--- src/rtl/sd_spi_pkg.sv ---
// sd_spi_pkg: shared types and constants for the SPI-mode SD card responder.
// Holds the responder state enum, command indices, R1 bit values, filler and
// data-token bytes, and the CRC-16-CCITT byte step used when
// SD_RESP_CRC16_EN is defined.
package sd_spi_pkg;

  // One state per phase of a transaction. The TX states name the byte that
  // goes into the shifter on the next byte-boundary fall. TX_END marks the
  // final byte as already loaded.
  typedef enum logic [3:0] {
    RX_WAIT  = 4'd0,
    RX_CMD   = 4'd1,
    WAIT_NCR = 4'd2,
    TX_R1    = 4'd3,
    TX_R7    = 4'd4,
    WAIT_NAC = 4'd5,
    TX_TOKEN = 4'd6,
    TX_DATA  = 4'd7,
    TX_CRC   = 4'd8,
    TX_END   = 4'd9
  } sd_state_e;

  localparam logic [5:0] CMD0  = 6'd0;
  localparam logic [5:0] CMD8  = 6'd8;
  localparam logic [5:0] CMD17 = 6'd17;
  localparam logic [5:0] CMD41 = 6'd41;
  localparam logic [5:0] CMD55 = 6'd55;

  localparam logic [7:0] R1_IDLE    = 8'h01;
  localparam logic [7:0] R1_ILLEGAL = 8'h04;
  localparam logic [7:0] R1_PARAM   = 8'h40;
  localparam logic [7:0] DATA_TOKEN = 8'hFE;
  localparam logic [7:0] FILL       = 8'hFF;

  // Advance a CRC-16-CCITT (poly 0x1021, MSB first) by one data byte
  function automatic logic [15:0] crc16_step(input logic [15:0] crc,
                                             input logic [7:0]  data);
    logic [15:0] c;
    logic        fb;
    c = crc;
    for (int i = 7; i >= 0; i--) begin
      fb = c[15] ^ data[i];
      c  = {c[14:0], 1'b0} ^ (fb ? 16'h1021 : 16'h0000);
    end
    return c;
  endfunction

endpackage

--- src/rtl/sd_spi_bitif.sv ---
// sd_spi_bitif: bit-level front end of the SD/SPI responder.
// Synchronises sclk/mosi/ss with 2-FF chains and detects sclk edges, which
// count only while ss is low. It also holds the 48-bit command shifter and
// the 8-bit MSB-first transmit shifter that drives miso.
module sd_spi_bitif
  import sd_spi_pkg::*;
(
  input  logic        clock_i,
  input  logic        reset_i,
  input  logic        sclk_i,
  input  logic        mosi_i,
  input  logic        ss_i,
  input  logic        rx_shift_i,
  input  logic        tx_load_i,
  input  logic        tx_shift_i,
  input  logic        tx_clear_i,
  input  logic [7:0]  tx_byte_i,
  output logic        rise_o,
  output logic        fall_o,
  output logic        mosi_s_o,
  output logic        ss_s_o,
  output logic [47:0] frame_o,
  output logic        miso_o
);

  logic [1:0]  sclk_sync_q;
  logic [1:0]  mosi_sync_q;
  logic [1:0]  ss_sync_q;
  logic        sclk_prev_q;
  logic [47:0] rx_q, rx_d;
  logic [7:0]  tx_q, tx_d;
  logic        unused_rx;

  // Two-flop synchronisers plus a delayed copy of sclk for edge detection
  always_ff @(posedge clock_i or posedge reset_i) begin
    if (reset_i) begin
      sclk_sync_q <= 2'b00;
      mosi_sync_q <= 2'b11;
      ss_sync_q   <= 2'b11;
      sclk_prev_q <= 1'b0;
    end else begin
      sclk_sync_q <= {sclk_sync_q[0], sclk_i};
      mosi_sync_q <= {mosi_sync_q[0], mosi_i};
      ss_sync_q   <= {ss_sync_q[0], ss_i};
      sclk_prev_q <= sclk_sync_q[1];
    end
  end

  // Edges are combinational so miso can move on the clock after detection.
  assign rise_o   = sclk_sync_q[1] & ~sclk_prev_q & ~ss_sync_q[1];
  assign fall_o   = ~sclk_sync_q[1] & sclk_prev_q & ~ss_sync_q[1];
  assign mosi_s_o = mosi_sync_q[1];
  assign ss_s_o   = ss_sync_q[1];

  // Command shifter: the parent decodes on the 48th rise, so frame_o already
  // includes the bit being sampled on that rise.
  always_comb begin
    rx_d = rx_q;
    if (rx_shift_i) rx_d = {rx_q[46:0], mosi_sync_q[1]};
  end

  assign frame_o   = {rx_q[46:0], mosi_sync_q[1]};
  assign unused_rx = rx_q[47];

  // Transmit shifter: clear (idle high) beats load, which beats shift.
  always_comb begin
    tx_d = tx_q;
    if (tx_clear_i)      tx_d = FILL;
    else if (tx_load_i)  tx_d = tx_byte_i;
    else if (tx_shift_i) tx_d = {tx_q[6:0], 1'b1};
  end

  // Shifter registers
  always_ff @(posedge clock_i or posedge reset_i) begin
    if (reset_i) begin
      rx_q <= '0;
      tx_q <= FILL;
    end else begin
      rx_q <= rx_d;
      tx_q <= tx_d;
    end
  end

  assign miso_o = tx_q[7];

endmodule

--- src/rtl/sd_spi_responder.sv ---
// sd_spi_responder: SPI-mode SD card end for closing the loop on the SDIF host.
// Decodes CMD0/8/17/55/ACMD41 and answers with R1 and R7 responses. For
// CMD17 it also sends one data block read from a byte-wide memory port.
// Optional SD_RESP_CRC16_EN: the two bytes after the block carry the real
// CRC-16-CCITT. Without it those two bytes are 0xFF.
module sd_spi_responder
  import sd_spi_pkg::*;
#(
  parameter int NCR_BYTES   = 1,
  parameter int NAC_BYTES   = 2,
  parameter int INIT_POLLS  = 2,
  parameter int BLOCK_BYTES = 512
) (
  input  logic        clock,
  input  logic        reset,
  input  logic        sclk,
  input  logic        mosi,
  input  logic        ss,
  output logic        miso,
  output logic [31:0] mem_addr,
  output logic        mem_rd,
  input  logic [7:0]  mem_rdata,
  output logic        initialized,
  output logic [5:0]  last_cmd,
  output logic        busy,
  output logic [3:0]  state_dbg
);

  localparam logic [15:0] NCR_LAST   = 16'(NCR_BYTES - 1);
  localparam logic [15:0] NAC_LAST   = 16'(NAC_BYTES - 1);
  localparam logic [15:0] BLOCK_LAST = 16'(BLOCK_BYTES - 1);
  localparam logic [7:0]  POLLS_MAX  = 8'(INIT_POLLS);

  sd_state_e   state_q, state_d;
  logic [5:0]  bit_cnt_q, bit_cnt_d;
  logic [2:0]  bit_pos_q, bit_pos_d;
  logic [15:0] cnt_q, cnt_d;
  logic [7:0]  r1_q, r1_d;
  logic [31:0] arg_q, arg_d;
  logic [5:0]  last_cmd_q, last_cmd_d;
  logic        init_q, init_d;
  logic        app_q, app_d;
  logic [7:0]  polls_q, polls_d;
  logic        data_ph_q, data_ph_d;
  logic        is_cmd8_q, is_cmd8_d;
  logic [31:0] mem_addr_q, addr_d;
  logic        mem_rd_q, rd_d;
  logic        rd_pend_q;
  logic [7:0]  data_q;
`ifdef SD_RESP_CRC16_EN
  logic [15:0] crc_q, crc_d;
`endif

  logic        rise, fall, mosi_s, ss_s, miso_w;
  logic [47:0] frame;
  logic        rx_shift, tx_load, tx_shift, tx_clear;
  logic [7:0]  tx_byte, idle_bit;
  logic        unused_frame;

  sd_spi_bitif u_bitif (
    .clock_i   (clock),
    .reset_i   (reset),
    .sclk_i    (sclk),
    .mosi_i    (mosi),
    .ss_i      (ss),
    .rx_shift_i(rx_shift),
    .tx_load_i (tx_load),
    .tx_shift_i(tx_shift),
    .tx_clear_i(tx_clear),
    .tx_byte_i (tx_byte),
    .rise_o    (rise),
    .fall_o    (fall),
    .mosi_s_o  (mosi_s),
    .ss_s_o    (ss_s),
    .frame_o   (frame),
    .miso_o    (miso_w)
  );

  // Start/transmission bits were checked on the fly; CRC7 and stop are ignored
  assign unused_frame = ^{frame[47:46], frame[7:0]};

  // Memory port: mem_rd is a one-cycle strobe with mem_addr valid in the
  // same cycle. mem_rdata is captured exactly one clock later. No
  // backpressure exists, so each strobe is one completed read.

  // Next-state, command decode and byte sequencing
  always_comb begin
    state_d    = state_q;
    bit_cnt_d  = bit_cnt_q;
    bit_pos_d  = bit_pos_q;
    cnt_d      = cnt_q;
    r1_d       = r1_q;
    arg_d      = arg_q;
    last_cmd_d = last_cmd_q;
    init_d     = init_q;
    app_d      = app_q;
    polls_d    = polls_q;
    data_ph_d  = data_ph_q;
    is_cmd8_d  = is_cmd8_q;
    addr_d     = mem_addr_q;
    rd_d       = 1'b0;
`ifdef SD_RESP_CRC16_EN
    crc_d      = crc_q;
`endif
    rx_shift   = 1'b0;
    tx_load    = 1'b0;
    tx_shift   = 1'b0;
    tx_clear   = 1'b0;
    tx_byte    = FILL;
    idle_bit   = {7'd0, ~init_q};

    // The address advances after each strobe, ready for the next byte.
    if (mem_rd_q) addr_d = mem_addr_q + 32'd1;

    if (ss_s && (state_q != RX_WAIT)) begin
      // Host dropped the card mid-transaction: abandon it and idle miso high.
      state_d  = RX_WAIT;
      tx_clear = 1'b1;
    end else begin
      case (state_q)
        RX_WAIT: begin
          if (rise && !mosi_s) begin
            state_d   = RX_CMD;
            bit_cnt_d = 6'd1;
            rx_shift  = 1'b1;
          end
        end
        RX_CMD: begin
          if (rise) begin
            rx_shift = 1'b1;
            if ((bit_cnt_q == 6'd1) && !mosi_s) begin
              state_d = RX_WAIT;
            end else if (bit_cnt_q == 6'd47) begin
              state_d    = WAIT_NCR;
              cnt_d      = 16'd0;
              bit_pos_d  = 3'd7;
              last_cmd_d = frame[45:40];
              arg_d      = frame[39:8];
              is_cmd8_d  = 1'b0;
              data_ph_d  = 1'b0;
              app_d      = 1'b0;
              case (frame[45:40])
                CMD0: begin
                  r1_d    = R1_IDLE;
                  init_d  = 1'b0;
                  polls_d = 8'd0;
                end
                CMD8: begin
                  r1_d      = idle_bit;
                  is_cmd8_d = 1'b1;
                end
                CMD55: begin
                  r1_d  = idle_bit;
                  app_d = 1'b1;
                end
                CMD41: begin
                  if (!app_q) begin
                    r1_d = R1_ILLEGAL | idle_bit;
                  end else if (polls_q < POLLS_MAX) begin
                    r1_d    = R1_IDLE;
                    polls_d = polls_q + 8'd1;
                  end else begin
                    r1_d   = 8'h00;
                    init_d = 1'b1;
                  end
                end
                CMD17: begin
                  if (init_q) begin
                    r1_d      = 8'h00;
                    data_ph_d = 1'b1;
                    addr_d    = frame[39:8];
`ifdef SD_RESP_CRC16_EN
                    crc_d     = 16'h0000;
`endif
                  end else begin
                    r1_d = R1_ILLEGAL | idle_bit;
                  end
                end
                default: r1_d = R1_ILLEGAL | idle_bit;
              endcase
            end else begin
              bit_cnt_d = bit_cnt_q + 6'd1;
            end
          end
        end
        default: begin
          // Transmit states: shift on every fall, load a new byte after bit 0.
          if (fall) begin
            if (bit_pos_q != 3'd7) begin
              tx_shift  = 1'b1;
              bit_pos_d = bit_pos_q + 3'd1;
            end else begin
              tx_load   = 1'b1;
              bit_pos_d = 3'd0;
              cnt_d     = cnt_q + 16'd1;
              case (state_q)
                WAIT_NCR: begin
                  tx_byte = FILL;
                  if (cnt_q == NCR_LAST) begin
                    state_d = TX_R1;
                    cnt_d   = 16'd0;
                  end
                end
                TX_R1: begin
                  tx_byte = r1_q;
                  cnt_d   = 16'd0;
                  if (is_cmd8_q)      state_d = TX_R7;
                  else if (data_ph_q) state_d = WAIT_NAC;
                  else                state_d = TX_END;
                end
                TX_R7: begin
                  case (cnt_q[1:0])
                    2'd2:    tx_byte = {4'h0, arg_q[11:8]};
                    2'd3:    tx_byte = arg_q[7:0];
                    default: tx_byte = 8'h00;
                  endcase
                  if (cnt_q == 16'd3) state_d = TX_END;
                end
                WAIT_NAC: begin
                  tx_byte = FILL;
                  if (cnt_q == NAC_LAST) begin
                    state_d = TX_TOKEN;
                    cnt_d   = 16'd0;
                  end
                end
                TX_TOKEN: begin
                  tx_byte = DATA_TOKEN;
                  state_d = TX_DATA;
                  cnt_d   = 16'd0;
                  rd_d    = 1'b1;
                end
                TX_DATA: begin
                  tx_byte = data_q;
`ifdef SD_RESP_CRC16_EN
                  crc_d   = crc16_step(crc_q, data_q);
`endif
                  if (cnt_q == BLOCK_LAST) begin
                    state_d = TX_CRC;
                    cnt_d   = 16'd0;
                  end else begin
                    rd_d = 1'b1;
                  end
                end
                TX_CRC: begin
`ifdef SD_RESP_CRC16_EN
                  tx_byte = (cnt_q == 16'd0) ? crc_q[15:8] : crc_q[7:0];
`else
                  tx_byte = FILL;
`endif
                  if (cnt_q == 16'd1) state_d = TX_END;
                end
                default: begin
                  tx_byte = FILL;
                  state_d = RX_WAIT;
                end
              endcase
            end
          end
        end
      endcase
    end
  end

  // State and control registers
  always_ff @(posedge clock or posedge reset) begin
    if (reset) begin
      state_q    <= RX_WAIT;
      bit_cnt_q  <= 6'd0;
      bit_pos_q  <= 3'd0;
      cnt_q      <= 16'd0;
      r1_q       <= 8'h00;
      arg_q      <= 32'd0;
      last_cmd_q <= 6'd0;
      init_q     <= 1'b0;
      app_q      <= 1'b0;
      polls_q    <= 8'd0;
      data_ph_q  <= 1'b0;
      is_cmd8_q  <= 1'b0;
      mem_addr_q <= 32'd0;
      mem_rd_q   <= 1'b0;
      rd_pend_q  <= 1'b0;
      data_q     <= 8'h00;
`ifdef SD_RESP_CRC16_EN
      crc_q      <= 16'h0000;
`endif
    end else begin
      state_q    <= state_d;
      bit_cnt_q  <= bit_cnt_d;
      bit_pos_q  <= bit_pos_d;
      cnt_q      <= cnt_d;
      r1_q       <= r1_d;
      arg_q      <= arg_d;
      last_cmd_q <= last_cmd_d;
      init_q     <= init_d;
      app_q      <= app_d;
      polls_q    <= polls_d;
      data_ph_q  <= data_ph_d;
      is_cmd8_q  <= is_cmd8_d;
      mem_addr_q <= addr_d;
      mem_rd_q   <= rd_d;
      rd_pend_q  <= mem_rd_q;
      if (rd_pend_q) data_q <= mem_rdata;
`ifdef SD_RESP_CRC16_EN
      crc_q      <= crc_d;
`endif
    end
  end

  assign miso        = miso_w;
  assign mem_addr    = mem_addr_q;
  assign mem_rd      = mem_rd_q;
  assign initialized = init_q;
  assign last_cmd    = last_cmd_q;
  assign busy        = (state_q != RX_WAIT);
  assign state_dbg   = state_q;

endmodule
--- config.mk ---
export PLATFORM = sky130hd
export DESIGN_NAME = sd_spi_responder
export DESIGN_NICKNAME = d
export VERILOG_FILES = /design/src/rtl/sd_spi_pkg.sv /design/src/rtl/sd_spi_bitif.sv /design/src/rtl/sd_spi_responder.sv
export SDC_FILE = /design/constraint.sdc
export NUM_CORES = 1
export LEC_CHECK = 0
export CORE_MARGIN = 1.5
export CORE_UTILIZATION = 63
export DETAILED_ROUTE_END_ITERATION = 8
export HOLD_SLACK_MARGIN = 0.12
export PLACE_DENSITY = 0.86
export SETUP_SLACK_MARGIN = 0.2
export SYNTH_ARGS = -nofsm -noshare
export SYNTH_HDL_FRONTEND = slang
export SYNTH_SLANG_ARGS = --single-unit
--- constraint.sdc ---
create_clock -name clock -period 11.55 [get_ports clock]
set_clock_uncertainty 0.1 [all_clocks]
set_input_delay 2.8875 -clock clock [delete_from_list [all_inputs] [get_ports clock]]
set_output_delay 2.8875 -clock clock [all_outputs]
set_load 0.05 [all_outputs]
==> impl_metrics.json, run 1 <==
{
  "drive_gt1_share_pct": 14.90,
  "wl_per_cell_um": 18.66,
  "first_pass_iters": 6,
  "grt_usage_pct": 29.53,
  "start_util_pct": 64.66,
  "synth_edf_count": 0,
  "setup_violations": 0,
  "rsz0062_at_grt": "false",
  "globalplace.congestion": 0.8642,
  "dr_total_vias": 6027,
  "fin_nets": 829,
  "syn_nets": 779,
  "crit_fanout": 20,
  "synth-seq-cells": 163,
  "top_usage_layer": "met2",
  "finalCritPeriodShare_pct": 48.00,
  "coreArea_um2": 12010,
  "syn_to_final_growth_pct": 15.74,
  "criticalPathCategory": "flip-flop to output pin",
  "cp-start-kind": "flip-flop",
  "antenna_cells": 0,
  "viasPerCell": 6.239,
  "fp.dieH_um": 114.0,
  "cts_made_buffers": 17,
  "cts_buffer_depth": 2,
  "grtUsageMet2_pct": 50.28,
  "drt-initial-drc-count": 401,
  "drc": 0,
  "cts_setup_buffers": 0,
  "wirelength_um": 18030,
  "cts_sinks": 163,
  "drt.antenna.violating_nets": 0,
  "portBuffers": 58,
  "p_leak_nw": 4.007,
  "pin_count": 59,
  "critPathCaptureType": "output pin",
  "grt_pass1_wl_um": 29700,
  "clk_latency_ns": 0.43,
  "grt_use_met1_pct": 36.78,
  "status": "complete, no violations",
  "required_ns": 8.56,
  "rows": 40,
  "grt_max_degree": 107,
  "cp_data_arrival_time_ns": 2.56,
  "dieWidth_um": 114.0,
  "whs_ns": 0.2594,
  "slew_violations": 0,
  "synth_cell_type_count": 70,
  "final_cell_mix": "dfrtp_1 (151), nand2_1 (127), nor2_1 (60)",
  "use_met3_pct": 6.695,
  "cap_violations": 0,
  "cts_tree": "built",
  "finalHoldViolCount": 0,
  "cts.clk_slew.worst_paths_ns": 0.06,
  "hpwl_um": 11630,
  "antenna_found_initial": 0,
  "cts_resized": 0,
  "grt_pass1_vias": 6028,
  "nFillCells": 771,
  "seq_area_frac_synth_pct": 52.71,
  "layout_commonest_cell": "dfrtp_1",
  "cts_htree_levels": 4,
  "synth_cells": 756,
  "p_per_area_nw_per_um2": 170.6,
  "cts_root_buf": "clkbuf_16",
  "worstMarginPinSlew_ns": 1.055,
  "yosys_warnings": 0,
  "gr-total-overflow": 0,
  "synth_area_per_cell_um2": 10.27,
  "finalCriticalPeriod_ns": 5.544,
  "ys_async_sr_fraction_pct": 100.0,
  "syn_area_um2": 7766,
  "die_area_um2": 13000,
  "finalSetupTns_ns": 0,
  "fin_util_pct": 74.83,
  "relSlewSlack_pct": 29.43,
  "fmax_mhz": 180.4,
  "ctsHoldBuffers": 0,
  "synth_ff_type": "dfrtp_1",
  "peakVddDrop_mv": 0.1048,
  "holdCritPathClass": "flip-flop to flip-flop"
}
[worst max-delay path, stage by stage (launching register included)]
cell	delay [ns]
dfrtp_1	0.59
nor4_1	0.63
inv_1	0.17
clkdlybuf4s50_1	0.74
[path summary, 6_finish.rpt]
check	end	cells after the start	startpoint	slack, ns
max in group asynchronous	u_bitif.rx_q[36]$_DFFE_PP0P_	3	reset	7.12
max	busy	3	state_dbg[1]$_DFFE_PP0P_	6.01
max reg2reg	mem_addr[31]$_DFF_PP0_	6	state_dbg[3]$_DFFE_PP0P_	8.12
min reg2reg	u_bitif.ss_sync_q[1]$_DFF_PP1_	0	u_bitif.ss_sync_q[0]$_DFF_PP1_	0.26
min in group asynchronous	last_cmd[3]$_DFFE_PP0P_	2	reset	2.89
min	u_bitif.ss_sync_q[1]$_DFF_PP1_	0	u_bitif.ss_sync_q[0]$_DFF_PP1_	0.26
[routing by layer]
layer	up-vias	share of wire (%)
met4	0	2.8
met2	213	51
met5	-	0
met1	2982	41
li1	2781	-
met3	51	5.6
[synth_stat cells, drive strengths merged, types with 2 or more instances]
cell | n | area share, %
buf | 12 | 0.87
xor2 | 21 | 2.4
a41oi | 3 | 0.34
and3 | 10 | 0.85
inv | 13 | 0.63
o22ai | 6 | 0.48
nand4 | 11 | 0.89
mux2i | 3 | 0.39
xnor2 | 18 | 2.0
and2 | 4 | 0.32
a211o | 2 | 0.24
nand2b | 2 | 0.16
or3 | 5 | 0.42
ha | 10 | 1.6
a31oi | 9 | 0.72
dfstp | 12 | 4.1
o32a | 2 | 0.26
nand3b | 2 | 0.19
a22oi | 5 | 0.48
clkbuf | 19 | 1.2
nor3b | 4 | 0.39
a21o | 7 | 0.69
nand3 | 29 | 1.9
nor4 | 9 | 1.0
o31ai | 2 | 0.19
mux2 | 55 | 8.0
o21ai | 56 | 3.6
o21a | 2 | 0.19
or4 | 3 | 0.29
a22o | 7 | 0.79
and4 | 6 | 0.68
o221a | 2 | 0.29
a21oi | 20 | 1.3
nor3 | 17 | 1.4
nand2 | 128 | 6.2
dfrtp | 151 | 49
nor2b | 3 | 0.24
o211ai | 3 | 0.29
a211oi | 4 | 0.39
nor2 | 61 | 3.0
a2111oi | 2 | 0.23
[report_power, final]
part | internal [W] | switching, W | total, W
Sequential | 0.000607 | 0.0000537 | 0.000661
Clock | 0.000309 | 0.000246 | 0.000555
Combinational | 0.000118 | 0.000200 | 0.000318
[area by class of cell]
type                            instances  area (um^2)  share of cell area, %
Clock inverter                         14        143.9                  1.601
Tap cell                              147        183.9                  2.046
Clock buffer                           18        439.2                  4.886
Timing Repair Buffer                   62        610.6                  6.793
Multi-Input combinational cell        548         3460                  38.49
Inverter                               14        57.56                 0.6403
Sequential cell                       163         4094                  45.55
[cell families (layout without fill, tap and decap cells)]
family / after synthesis / count (layout) / synth area share (%)
flip-flops: 163 / 163 / 52.71
AND/OR/NAND/NOR: 303 / 303 / 18.90
XOR/XNOR: 39 / 39 / 4.398
AO/OA/AOI/OAI: 138 / 138 / 11.25
adder cells (fa/ha/maj): 10 / 10 / 1.611
buffers and inverters: 45 / 108 / 2.771
multiplexers: 58 / 58 / 8.361
[flip-flops by register name (all words and copies together), names as in the netlist]
| name | flops |
|---|---|
| u_bitif.rx_q | 45 |
| mem_addr | 32 |
| cnt_q | 16 |
| arg_q | 12 |
| data_q | 8 |
| polls_q | 8 |
| u_bitif.tx_q | 8 |
| bit_cnt_q | 6 |
| last_cmd | 6 |
| state_dbg | 4 |
| bit_pos_q | 3 |
| r1_q | 2 |
| u_bitif.mosi_sync_q | 2 |
| u_bitif.sclk_sync_q | 2 |
| u_bitif.ss_sync_q | 2 |
| app_q | 1 |
| data_ph_q | 1 |
| initialized | 1 |
| is_cmd8_q | 1 |
| mem_rd | 1 |
| rd_pend_q | 1 |
| u_bitif.sclk_prev_q | 1 |
[per-stage QoR]
step           worst slack [ns]  area (um^2)  cells  total power (W)
3_3_place_gp              6.487         8406    934        0.0009635
2_1_floorplan             4.177         7766    756        0.0008977
4_1_cts                   6.001         8989    966         0.001536
6_report                  6.006         8989    966         0.001534
5_1_grt                   5.795         8989    966         0.001599
3_5_place_dp              6.458         8406    934        0.0009802
Power figures use the tool's default switching activity.
==> run 2: changes to the inputs <==
--- a/config.mk
+++ b/config.mk
@@ -6,10 +6,10 @@
 export NUM_CORES = 1
 export LEC_CHECK = 0
 export CORE_MARGIN = 1.5
-export CORE_UTILIZATION = 63
+export CORE_UTILIZATION = 59
 export DETAILED_ROUTE_END_ITERATION = 8
 export HOLD_SLACK_MARGIN = 0.12
-export PLACE_DENSITY = 0.86
+export PLACE_DENSITY = 0.81
 export SETUP_SLACK_MARGIN = 0.2
 export SYNTH_ARGS = -nofsm -noshare
 export SYNTH_HDL_FRONTEND = slang
==> constraint.sdc (replaced) <==
create_clock -name clock -period 5.45 [get_ports clock]
set_clock_uncertainty 0.1 [all_clocks]
set_input_delay 1.3625 -clock clock [delete_from_list [all_inputs] [get_ports clock]]
set_output_delay 1.3625 -clock clock [all_outputs]
set_load 0.05 [all_outputs]
==> impl_metrics.json, run 2 (synthesis gave the netlist of run 1 again) <==
{
  "status": "complete, no violations",
  "antenna_found_initial": 0,
  "r2r_cells": 8,
  "power_w": 0.003329,
  "ctsHoldBuffers": 0,
  "portBuffers": 58,
  "grt_pass1_vias": 5879,
  "hpwl_um": 11590,
  "critPathCaptureType": "output pin",
  "criticalPathCategory": "flip-flop to output pin",
  "cts_sinks": 163,
  "drt.antenna.violating_nets": 0,
  "p_per_area_nw_per_um2": 366.1,
  "holdCritPathClass": "flip-flop to flip-flop",
  "clk_latency_ns": 0.43,
  "top_usage_layer": "met2",
  "coreArea_um2": 12720,
  "critPathMaxStageDelay_ns": 0.75,
  "largest-register": "u_bitif.rx_q",
  "finalSetupTns_ns": 0,
  "grtUsageMet2_pct": 43.57,
  "cts_made_buffers": 17,
  "fmax_mhz": 248.7,
  "finalHoldViolCount": 0,
  "setup_violations": 0,
  "cp_data_arrival_time_ns": 2.56,
  "use_met3_pct": 6.008,
  "grt_pass1_wl_um": 28800,
  "wirelength_um": 16980,
  "largest_reg_flops": 45,
  "cp_cell_sequence": "nor4_1, inv_1, clkdlybuf4s50_1",
  "dieWidth_um": 117.7,
  "cts_resized": 0,
  "cts_setup_buffers": 0,
  "crit_fanout": 22,
  "worstMarginPinSlew_ns": 1.221,
  "gr-total-overflow": 0,
  "grt_max_degree": 75,
  "start_util_pct": 61.04,
  "drc": 0,
  "dr_total_vias": 5898,
  "finalCritPeriodShare_pct": 73.78,
  "peakVddDrop_mv": 0.2486,
  "cts_htree_levels": 4,
  "viasPerCell": 5.946,
  "rsz0062_at_grt": "false",
  "grt_use_met1_pct": 33.08,
  "cp-start-kind": "flip-flop",
  "final_cell_mix": "dfrtp_1 (151), nand2_1 (127), nor2_1 (60)",
  "first_pass_iters": 5,
  "fin_nets": 830,
  "rows": 41,
  "cp_slowest_cell": "clkdlybuf4s50_1",
  "globalplace.congestion": 0.8765,
  "wl_per_cell_um": 17.12,
  "relSlewSlack_pct": 17.47,
  "cts.clk_slew.worst_paths_ns": 0.06,
  "pin_count": 59,
  "drt-initial-drc-count": 402,
  "fp.dieH_um": 117.7,
  "drive_gt1_share_pct": 14.63,
  "cap_violations": 0,
  "p_leak_nw": 4.040,
  "fin_util_pct": 71.48,
  "required_ns": 3.99,
  "cts_root_buf": "clkbuf_16",
  "syn_to_final_growth_pct": 17.09,
  "slew_violations": 0,
  "stdcell_count": 992,
  "cts_tree": "built",
  "cts_buffer_depth": 2,
  "grt_usage_pct": 25.80,
  "die_area_um2": 13860,
  "dp.cells": 960,
  "layout_commonest_cell": "dfrtp_1",
  "antenna_cells": 0,
  "finalCriticalPeriod_ns": 4.021,
  "min_path_cells": 0
}
run 2: path summary, 6_finish.rpt:
check | start | end | slack, ns
worst max-delay path | state_dbg[2]$_DFFE_PP0P_ | busy | 1.43
worst min-delay path | u_bitif.ss_sync_q[0]$_DFF_PP1_ | u_bitif.ss_sync_q[1]$_DFF_PP1_ | 0.26
worst max register to register | state_dbg[3]$_DFFE_PP0P_ | mem_addr[26]$_DFF_PP0_ | 1.70
worst min register to register | u_bitif.ss_sync_q[0]$_DFF_PP1_ | u_bitif.ss_sync_q[1]$_DFF_PP1_ | 0.26
max in group asynchronous | reset | u_bitif.rx_q[36]$_DFFE_PP0P_ | 2.79
min in group asynchronous | reset | u_bitif.rx_q[25]$_DFFE_PP0P_ | 1.35
run 2: area by class of cell:
| class | instances | area (um^2) |
|---|---|---|
| Clock inverter | 10 | 173.9 |
| Clock buffer | 22 | 464.2 |
| Inverter | 14 | 56.30 |
| Multi-Input combinational cell | 548 | 3460 |
| Sequential cell | 163 | 4094 |
| Timing Repair Buffer | 63 | 630.6 |
| Fill cell | 954 | 3628 |
| Tap cell | 172 | 215.2 |
run 2: metal layers:
layer  part of all wire (%)  vias to the layer above
met3                    4.4                       23
li1                       -                     2782
met4                    1.5                        0
met5                      0                        -
met2                     51                      165
met1                     43                     2928
run 2: metrics by stage:
step	hold slack, ns	setup WS (ns)	cell area, um^2
final	0.2603	1.429	9094
after global placement	0.2463	1.888	8456
after CTS	0.2620	1.425	9094
after detailed placement	0.2542	1.758	8456
after global routing	0.2658	1.321	9094
after floorplan	0.2312	1.926	7770
run 2: worst max-delay path: cells and delay by family (launching register included):
family	cells	cell delay (ns)
AND/OR/NAND/NOR	1	0.62
buffers and inverters	2	0.92
flip-flops	1	0.60
run 2: power breakdown:
part / internal [W] / switching [W]
clock network: 0.000800 / 0.000481
logic: 0.000242 / 0.000406
registers: 0.00129 / 0.000112
total: 0.00233 / 0.000999
==> run 3: changes to the inputs <==
--- a/config.mk
+++ b/config.mk
@@ -6,10 +6,10 @@
 export NUM_CORES = 1
 export LEC_CHECK = 0
 export CORE_MARGIN = 1.5
-export CORE_UTILIZATION = 59
+export CORE_UTILIZATION = 53
 export DETAILED_ROUTE_END_ITERATION = 8
 export HOLD_SLACK_MARGIN = 0.12
-export PLACE_DENSITY = 0.81
+export PLACE_DENSITY = 0.77
 export SETUP_SLACK_MARGIN = 0.2
 export SYNTH_ARGS = -nofsm -noshare
 export SYNTH_HDL_FRONTEND = slang
==> constraint.sdc (replaced) <==
create_clock -name clock -period 3.39 [get_ports clock]
set_clock_uncertainty 0.1 [all_clocks]
set_input_delay 0.8475 -clock clock [delete_from_list [all_inputs] [get_ports clock]]
set_output_delay 0.8475 -clock clock [all_outputs]
set_load 0.05 [all_outputs]
==> impl_metrics.json, run 3 (synthesis gave the netlist of run 1 again) <==
{
  "drc": 0,
  "drt.antenna.violating_nets": 0,
  "antenna_cells": 0,
  "clk_latency_ns": 0.43,
  "seqCellArea_um2": 4094,
  "cts_tree": "built",
  "fin_util_pct": 64.13,
  "holdCritPathClass": "flip-flop to flip-flop",
  "multi_input_area_um2": 3460,
  "slew_violations": 0,
  "fmax_mhz": 331.0,
  "cts_root_buf": "clkbuf_16",
  "portBuffers": 58,
  "nFillCells": 1121,
  "grt_usage_pct": 23.60,
  "coreArea_um2": 14420,
  "cp_slowest_cell": "or4_1",
  "fin_nets": 843,
  "syn_to_final_growth_pct": 19.11,
  "cap_violations": 0,
  "placed_area_um2": 8606,
  "cp-start-kind": "flip-flop",
  "grt_pass1_wl_um": 28170,
  "critPathTopFamily": "simple AND/OR/NAND/NOR gates",
  "cp_cell_sequence": "or4_1, nor4_2, a311oi_1, a211o_1, a31oi_1, mux2_1",
  "crit_fanout": 7,
  "finalCriticalPeriod_ns": 3.022,
  "die_area_um2": 15390,
  "critPathMaxStageDelay_ns": 0.55,
  "critPathCaptureType": "flip-flop",
  "stdcell_count": 1016,
  "first_pass_iters": 5,
  "cts_buffer_depth": 2,
  "antenna_found_initial": 0,
  "cp_data_arrival_time_ns": 3.23,
  "hpwl_um": 12000,
  "setup_violations": 0,
  "cts.clk_slew.worst_paths_ns": 0.06,
  "rows": 44,
  "cts_htree_levels": 4,
  "crit_buf_inv": 0,
  "wl_per_cell_um": 16.85,
  "largest_reg_flops": 45,
  "grt_pass1_vias": 5972,
  "start_util_pct": 53.84,
  "required_ns": 3.60,
  "peakVddDrop_mv": 0.4067,
  "layout_commonest_cell": "dfrtp_1",
  "dieWidth_um": 124.1,
  "rsz0062_at_grt": "false",
  "globalplace.congestion": 0.8499,
  "final_cell_mix": "dfrtp_1 (151), nand2_1 (127), nor2_1 (60)",
  "wirelength_um": 17120,
  "drt-initial-drc-count": 369,
  "relSlewSlack_pct": 47.47,
  "viasPerCell": 5.836,
  "fp.dieH_um": 124.1,
  "finalHoldViolCount": 0,
  "dp.cells": 985,
  "gr-total-overflow": 0,
  "p_per_area_nw_per_um2": 589.0,
  "largest-register": "u_bitif.rx_q",
  "worstMarginPinSlew_ns": 0.7833,
  "status": "complete, no violations",
  "finalCritPeriodShare_pct": 89.13,
  "drive_gt1_share_pct": 16.23,
  "pin_count": 59,
  "criticalPathCategory": "flip-flop to flip-flop",
  "grt_max_degree": 45,
  "dr_total_vias": 5929,
  "cts_sinks": 163,
  "finalSetupTns_ns": 0,
  "postLayoutCellArea_um2": 9250,
  "p_leak_nw": 4.123,
  "cts_made_buffers": 17
}
[run 3: cell types whose count changed in the layout (fill, tap and decap cells not counted), moves of 2 or more]
cell,previous run,this run
buf_12,1,4
buf_4,4,14
clkbuf_1,3,0
clkinv_4,2,4
inv_6,1,3
[run 3: per-stage QoR]
step           hold slack [ns]  power (W)  worst slack, ns
5_1_grt                 0.2580   0.005694           0.2219
3_5_place_dp            0.2450   0.003394           0.4435
6_report                0.2511   0.005448           0.3684
4_1_cts                 0.2553   0.005466           0.4255
3_3_place_gp            0.2340   0.003346           0.5858
2_1_floorplan           0.2312   0.003059           0.3815
[run 3: worst paths after layout]
check,startpoint,to,slack [ns],cells after the start
max,cnt_q[10]$_DFFE_PP0P_,state_dbg[0]$_DFFE_PP0P_,0.37,6
min,u_bitif.sclk_sync_q[0]$_DFF_PP0_,u_bitif.sclk_sync_q[1]$_DFF_PP0_,0.25,0
max reg2reg,cnt_q[10]$_DFFE_PP0P_,state_dbg[0]$_DFFE_PP0P_,0.37,6
min reg2reg,u_bitif.sclk_sync_q[0]$_DFF_PP0_,u_bitif.sclk_sync_q[1]$_DFF_PP0_,0.25,0
max in group asynchronous,reset,u_bitif.mosi_sync_q[0]$_DFF_PP1_,1.72,3
min in group asynchronous,reset,arg_q[11]$_DFFE_PP0P_,0.78,2
[run 3: report_power, final]
| part | internal [W] | switching [W] | total (W) |
|---|---|---|---|
| logic | 0.000443 | 0.000730 | 0.00117 |
| clock network | 0.00128 | 0.000795 | 0.00208 |
| registers | 0.00207 | 0.000124 | 0.00220 |
[run 3: layer usage]
metal / routed length, um / track usage (%) / share of wire, %
met2: 8552 / 39.08 / 50
met4: 376 / 9.020 / 2.2
met1: 7354 / 30.08 / 43
met5: 0 / 0 / 0
met3: 837 / 5.632 / 4.9
[run 3: timing repair]
action	CTS	global route
hold buffers	0	0
buffers inserted	0	0
setup endpoints to repair	1	0
gates resized for setup	1	0
[run 3: area by class of cell]
| type | count | share of cell area, % |
|---|---|---|
| Inverter | 14 | 0.6087 |
| Clock buffer | 19 | 4.897 |
| Timing Repair Buffer | 76 | 8.265 |
| Multi-Input combinational cell | 548 | 37.40 |
| Tap cell | 184 | 2.489 |
| Sequential cell | 163 | 44.26 |
| Clock inverter | 12 | 2.083 |
